**src/rtl/inst_mem_pkg.sv**
```systemverilog
// Shared types and helpers for the loadable instruction memory.
package inst_mem_pkg;

    typedef enum logic {
        RUN  = 1'b0,
        LOAD = 1'b1
    } state_e;

    localparam int unsigned NOP_WORD_DEF = 0;

    // Ceiling log2 usable in constant expressions.
    function automatic int unsigned clog2(input int unsigned v);
        int unsigned r;
        r = 0;
        for (int unsigned i = 0; i < 32; i++) begin
            if ((64'(1) << r) < 64'(v)) begin
                r = r + 1;
            end
        end
        return r;
    endfunction

endpackage

```
**src/rtl/inst_mem_array.sv**
```systemverilog
// Single-port synchronous RAM; write and read never coincide, so one port suffices.
module inst_mem_array #(
    parameter int unsigned INST_W = 16,
    parameter int unsigned DEPTH  = 256,
    parameter int unsigned ADR_W  = 8
) (
    input  logic              clk,
    input  logic              we_i,
    input  logic [ADR_W-1:0]  wadr_i,
    input  logic [INST_W-1:0] wdata_i,
    input  logic [ADR_W-1:0]  radr_i,
    output logic [INST_W-1:0] rdata_o
);

    logic [INST_W-1:0] mem_q [DEPTH];

    // No reset: contents survive rst, and the read register is masked by the top.
    always_ff @(posedge clk) begin
        if (we_i) begin
            mem_q[wadr_i] <= wdata_i;
        end else begin
            rdata_o <= mem_q[radr_i];
        end
    end

endmodule

```
**src/rtl/inst_mem_loadable.sv**
```systemverilog
// Instruction memory with fetch port and run-time boot-load handshake.
module inst_mem_loadable
    import inst_mem_pkg::*;
#(
    parameter int unsigned       INST_W   = 16,
    parameter int unsigned       DEPTH    = 256,
    parameter int unsigned       ADR_W    = 8,
    parameter int unsigned       LOAD_LEN = 256,
    parameter logic [INST_W-1:0] NOP_WORD = INST_W'(NOP_WORD_DEF)
) (
    input  logic              clk,
    input  logic              rst,
    input  logic              fetch_en,
    input  logic [ADR_W-1:0]  fetch_adr,
    output logic [INST_W-1:0] inst,
    output logic              inst_valid,
    output logic              busy,
    input  logic              ld_start,
    input  logic              ld_valid,
    input  logic [INST_W-1:0] ld_data,
    output logic              ld_ready,
    output logic              ld_done
);

    localparam int unsigned      CNT_W    = clog2(DEPTH + 1);
    localparam logic [CNT_W-1:0] CNT_LAST = CNT_W'(LOAD_LEN - 1);

    state_e             state_q, state_d;
    logic [CNT_W-1:0]   cnt_q, cnt_d;
    logic               rd_hit_q, rd_hit_d;
    logic               inst_valid_q, inst_valid_d;
    logic               busy_q, busy_d;
    logic               ld_ready_q, ld_ready_d;
    logic               ld_done_q, ld_done_d;
    logic               we_c;
    logic               fetch_ok_c;
    logic               in_range_c;
    logic [INST_W-1:0]  rdata;

    inst_mem_array #(
        .INST_W(INST_W),
        .DEPTH (DEPTH),
        .ADR_W (ADR_W)
    ) u_array (
        .clk    (clk),
        .we_i   (we_c),
        .wadr_i (ADR_W'(cnt_q)),
        .wdata_i(ld_data),
        .radr_i (fetch_adr),
        .rdata_o(rdata)
    );

    always_comb begin
        state_d      = state_q;
        cnt_d        = cnt_q;
        ld_done_d    = 1'b0;
        we_c         = 1'b0;
        fetch_ok_c   = fetch_en && (state_q == RUN);
        in_range_c   = ({1'b0, fetch_adr} < (ADR_W + 1)'(DEPTH));

        case (state_q)
            RUN: begin
                if (ld_start) begin
                    state_d = LOAD;
                    cnt_d   = '0;
                end
            end
            LOAD: begin
                if (ld_valid && ld_ready_q) begin
                    we_c = 1'b1;
                    if (cnt_q == CNT_LAST) begin
                        state_d   = RUN;
                        ld_done_d = 1'b1;
                    end else begin
                        cnt_d = cnt_q + CNT_W'(1);
                    end
                end
            end
            default: state_d = RUN;
        endcase

        inst_valid_d = fetch_ok_c;
        rd_hit_d     = fetch_ok_c && in_range_c;
        busy_d       = (state_d == LOAD);
        ld_ready_d   = (state_d == LOAD);
    end

    always_ff @(posedge clk or posedge rst) begin
        if (rst) begin
            state_q      <= RUN;
            cnt_q        <= '0;
            rd_hit_q     <= 1'b0;
            inst_valid_q <= 1'b0;
            busy_q       <= 1'b0;
            ld_ready_q   <= 1'b0;
            ld_done_q    <= 1'b0;
        end else begin
            state_q      <= state_d;
            cnt_q        <= cnt_d;
            rd_hit_q     <= rd_hit_d;
            inst_valid_q <= inst_valid_d;
            busy_q       <= busy_d;
            ld_ready_q   <= ld_ready_d;
            ld_done_q    <= ld_done_d;
        end
    end

    // RAM read register selected by a resettable hit flag, so inst is NOP right at reset.
    assign inst       = rd_hit_q ? rdata : NOP_WORD;
    assign inst_valid = inst_valid_q;
    assign busy       = busy_q;
    assign ld_ready   = ld_ready_q;
    assign ld_done    = ld_done_q;

endmodule

```
**config.mk**
```make
export PLATFORM = sky130hd
export DESIGN_NAME = inst_mem_loadable
export DESIGN_NICKNAME = d
export VERILOG_FILES = /design/src/rtl/inst_mem_pkg.sv /design/src/rtl/inst_mem_array.sv /design/src/rtl/inst_mem_loadable.sv
export SDC_FILE = /design/constraint.sdc
export NUM_CORES = 2
export LEC_CHECK = 0
export BUFFER_PORTS_ARGS = -buffer_cell sky130_fd_sc_hd__clkbuf_2
export CAP_MARGIN = 20
export CORE_ASPECT_RATIO = 0.5
export CORE_UTILIZATION = 32
export CTS_BUF_LIST = sky130_fd_sc_hd__clkbuf_8
export DETAILED_ROUTE_END_ITERATION = 7
export GPL_TIMING_DRIVEN = 0
export SLEW_MARGIN = 0
export SYNTH_ARGS = -nofsm -noshare
export SYNTH_HDL_FRONTEND = slang
export SYNTH_SLANG_ARGS = --single-unit
```
**constraint.sdc**
```tcl
create_clock -name clk -period 5.25 [get_ports clk]
set_input_delay 1.05 -clock clk [delete_from_list [all_inputs] [get_ports clk]]
set_output_delay 1.05 -clock clk [all_outputs]
set_load 0.05 [all_outputs]
```
==> impl_metrics.env <==
export IMPL_io_buffers=48
export IMPL_layout_nets=8480
export IMPL_setup_slack_ns=-0.3304
export IMPL_area_growth_synth_to_final_pct=17.26
export IMPL_yosysWarnings=0
export IMPL_finalSetupViolCount=14
export IMPL_dp_cells=14430
export IMPL_synth_seq_cells=4124
export IMPL_layout_cells_most_common="edfxtp_1"
export IMPL_clock_sinks=4124
export IMPL_viasPerCell=5.857
export IMPL_critPathArrivalTime_ns=6.44
export IMPL_ant_nets=0
export IMPL_yosysUniqueCellTypes=67
export IMPL_cts_htree_levels=6
export IMPL_peakVddDrop_mv=0.2450
export IMPL_fp_row_count=182
export IMPL_totalWireLength_um=592400
export IMPL_crit_path_end_kind="register"
export IMPL_leakagePower_nw=59.11
export IMPL_grt_use_total=0.2290
export IMPL_worst_slew_pin_slew_ns=1.445
export IMPL_layout_common_cells="edfxtp_1 (4112), mux4_2 (825), clkbuf_8 (663)"
export IMPL_power_density_nw_per_um2=356.0
export IMPL_timing_hold_ws_ns=0.1773
export IMPL_cts_buffers=631
export IMPL_fin_util=0.3786
export IMPL_wl_per_cell_um=38.07
export IMPL_clkLatencyLatePin_ns=1.12
export IMPL_dieArea_sq_um=501400
export IMPL_grt_max_degree=169
export IMPL_first_pass_iters=8
export IMPL_path_clk_slew_ns=0.07
export IMPL_startpoint_type="input pin"
export IMPL_violations="setup timing"
export IMPL_fin_crit_ns=5.580
export IMPL_cts_tree="built"
export IMPL_yosysTopAreaCell="edfxtp_1"
export IMPL_post_cts_buffers=0
export IMPL_vias=91140
export IMPL_rsz0062_at_grt="true"
export IMPL_async_reset_ff_frac=0.002910
export IMPL_dp_hpwl_um=410400
export IMPL_final_cells=15560
export IMPL_period_share=1.063
export IMPL_start_util=0.3229
export IMPL_gp_congestion=1.032
export IMPL_finalHoldViolCount=0
export IMPL_hp_class="in2reg"
export IMPL_avgSynthCellArea_sq_um=21.50
export IMPL_drv_cap=0
export IMPL_chipWidth_um=1000
export IMPL_synthTopCellsByArea="edfxtp_1 (77%), mux4_2 (12%), mux2i_1 (2.8%)"
export IMPL_clock_path_buffers=4
export IMPL_finalMaxSlewViolations=0
export IMPL_synth_edff_count=4112
export IMPL_path_max_fanout=10
export IMPL_status="finished with violations"
export IMPL_netlist_area_sq_um=159500
export IMPL_synthFlopType="edfxtp_1"
export IMPL_slew_headroom=0.02936
export IMPL_drive_above_1_share=0.2911
export IMPL_core_area_sq_um=493900
export IMPL_synth_cells=7419
export IMPL_drt_initial_drc_count=16880
export IMPL_io_pins=49
export IMPL_drc_errors=0
export IMPL_finClkSkew_ns=0.07408
export IMPL_fill_cells=44330
export IMPL_synth_top_area_share=0.7742
export IMPL_gr_total_overflow=0
export IMPL_grt_pass1_wl_um=771300
export IMPL_path_class="in2reg"
export IMPL_root_buffer="clkbuf_8"
export IMPL_max_freq_mhz=179.2
export IMPL_synth_nets=7453
export IMPL_grt_pass1_vias=85810
export IMPL_worstPathRequired_ns=6.11
export IMPL_yosysSeqAreaShare=0.7761
export IMPL_antenna_found_initial=62
export IMPL_fp_dieH_um=501.2
what timing repair did:
item	in CTS	in global routing
hold endpoints to repair	12	0
gates resized for setup	52	39
hold buffers	1	0
pin swaps	3	2
setup endpoints to repair	16	12
cell usage after synthesis (all sizes together), types with 84 or more instances:
cell type and count:
o22ai 139, nand2 87, nor3 96, a21oi 108
o221ai 131, nor2 317, a221oi 84, edfxtp 4112
buf 250, clkbuf 197, mux4 826, mux2i 454
flip-flops by register name, indices dropped and copies added, names as in the netlist:
register and flops:
u_array.mem_q 4096, ld_ready 1, u_array.rdata_o 16, cnt_q 9
ld_done 1, inst_valid 1
report_power, final:
group          switching [mW]  internal, mW  leakage (nW)
Sequential             0.0684          36.5          37.1
Clock                    12.9          11.8          6.44
Combinational            3.87          1.44          15.6
kinds of logic (layout without fill, tap and decap cells):
| kind of cell | after synthesis | after routing | synth area share |
|---|---|---|---|
| xor+xnor | 6 | 6 | 0.0003295 |
| flops | 4124 | 4124 | 0.7761 |
| buf+inv | 461 | 1947 | 0.01729 |
| simple gates | 729 | 729 | 0.02192 |
| mux | 1357 | 1357 | 0.1506 |
| compound gates | 737 | 737 | 0.03337 |
| fa+ha+maj | 5 | 5 | 0.0003923 |
| other cells | 0 | 32 | 0 |
per-stage QoR:
stage | area [sq um] | setup slack [ns] | total power [mW] | TNS [ns]
final | 187000 | -0.3304 | 66.58 | -3.011
after global placement | 168000 | -4.497 | 42.00 | -4110.09
after floorplan | 159500 | 1.704 | 39.26 | 0
after global routing | 186900 | -0.02502 | 67.83 | -0.03298
after detailed placement | 175400 | -2.818 | 42.23 | -33.06
after CTS | 186700 | 0.001707 | 66.24 | 0
worst paths after layout:
kind,endpoint,slack [ns],cells past startpoint,from
max,u_array.rdata_o[3],-0.33,13,fetch_adr[2]
min,inst_valid,0.18,2,fetch_en
max reg2reg,u_array.mem_q[201][7],0.57,6,ld_ready
min reg2reg,cnt_q[0],0.61,1,cnt_q[0]
max in group asynchronous,cnt_q[7],4.24,3,rst
min in group asynchronous,cnt_q[5],0.57,3,rst
metal layers:
| metal | vias up | global-route usage | share of wire |
|---|---|---|---|
| met5 | - | 0.002586 | 0.00098 |
| met2 | 8002 | 0.3168 | 0.41 |
| met3 | 1610 | 0.1107 | 0.17 |
| met4 | 42 | 0.1278 | 0.066 |
| li1 | 33640 | - | - |
| met1 | 47840 | 0.2928 | 0.36 |
critical path: stages:
cell and delay (ns):
clkbuf_2 0.17, nand2b_1 0.12, buf_2 0.20, buf_2 0.39
buf_1 0.87, clkdlybuf4s15_2 0.75, clkbuf_1 0.61, nor3_1 0.23
a2111oi_0 0.82, a211oi_1 0.18, nor3_1 0.60, nor4_1 0.19
buf_2 0.21
final cells by class:
cell class	count	area, sq um	share of cell area
well taps	6624	8288	0.04432
clock inverters	445	2191	0.01171
diodes	32	80.08	0.0004282
inverters	14	56.30	0.0003011
flip-flops and latches	4124	123800	0.6619
repair buffers	397	6958	0.03720
plain buffers	444	2878	0.01539
clock buffers	647	8905	0.04762
multi-input cells	2834	33880	0.1812
No activity file was read; power rests on OpenSTA's default activity.
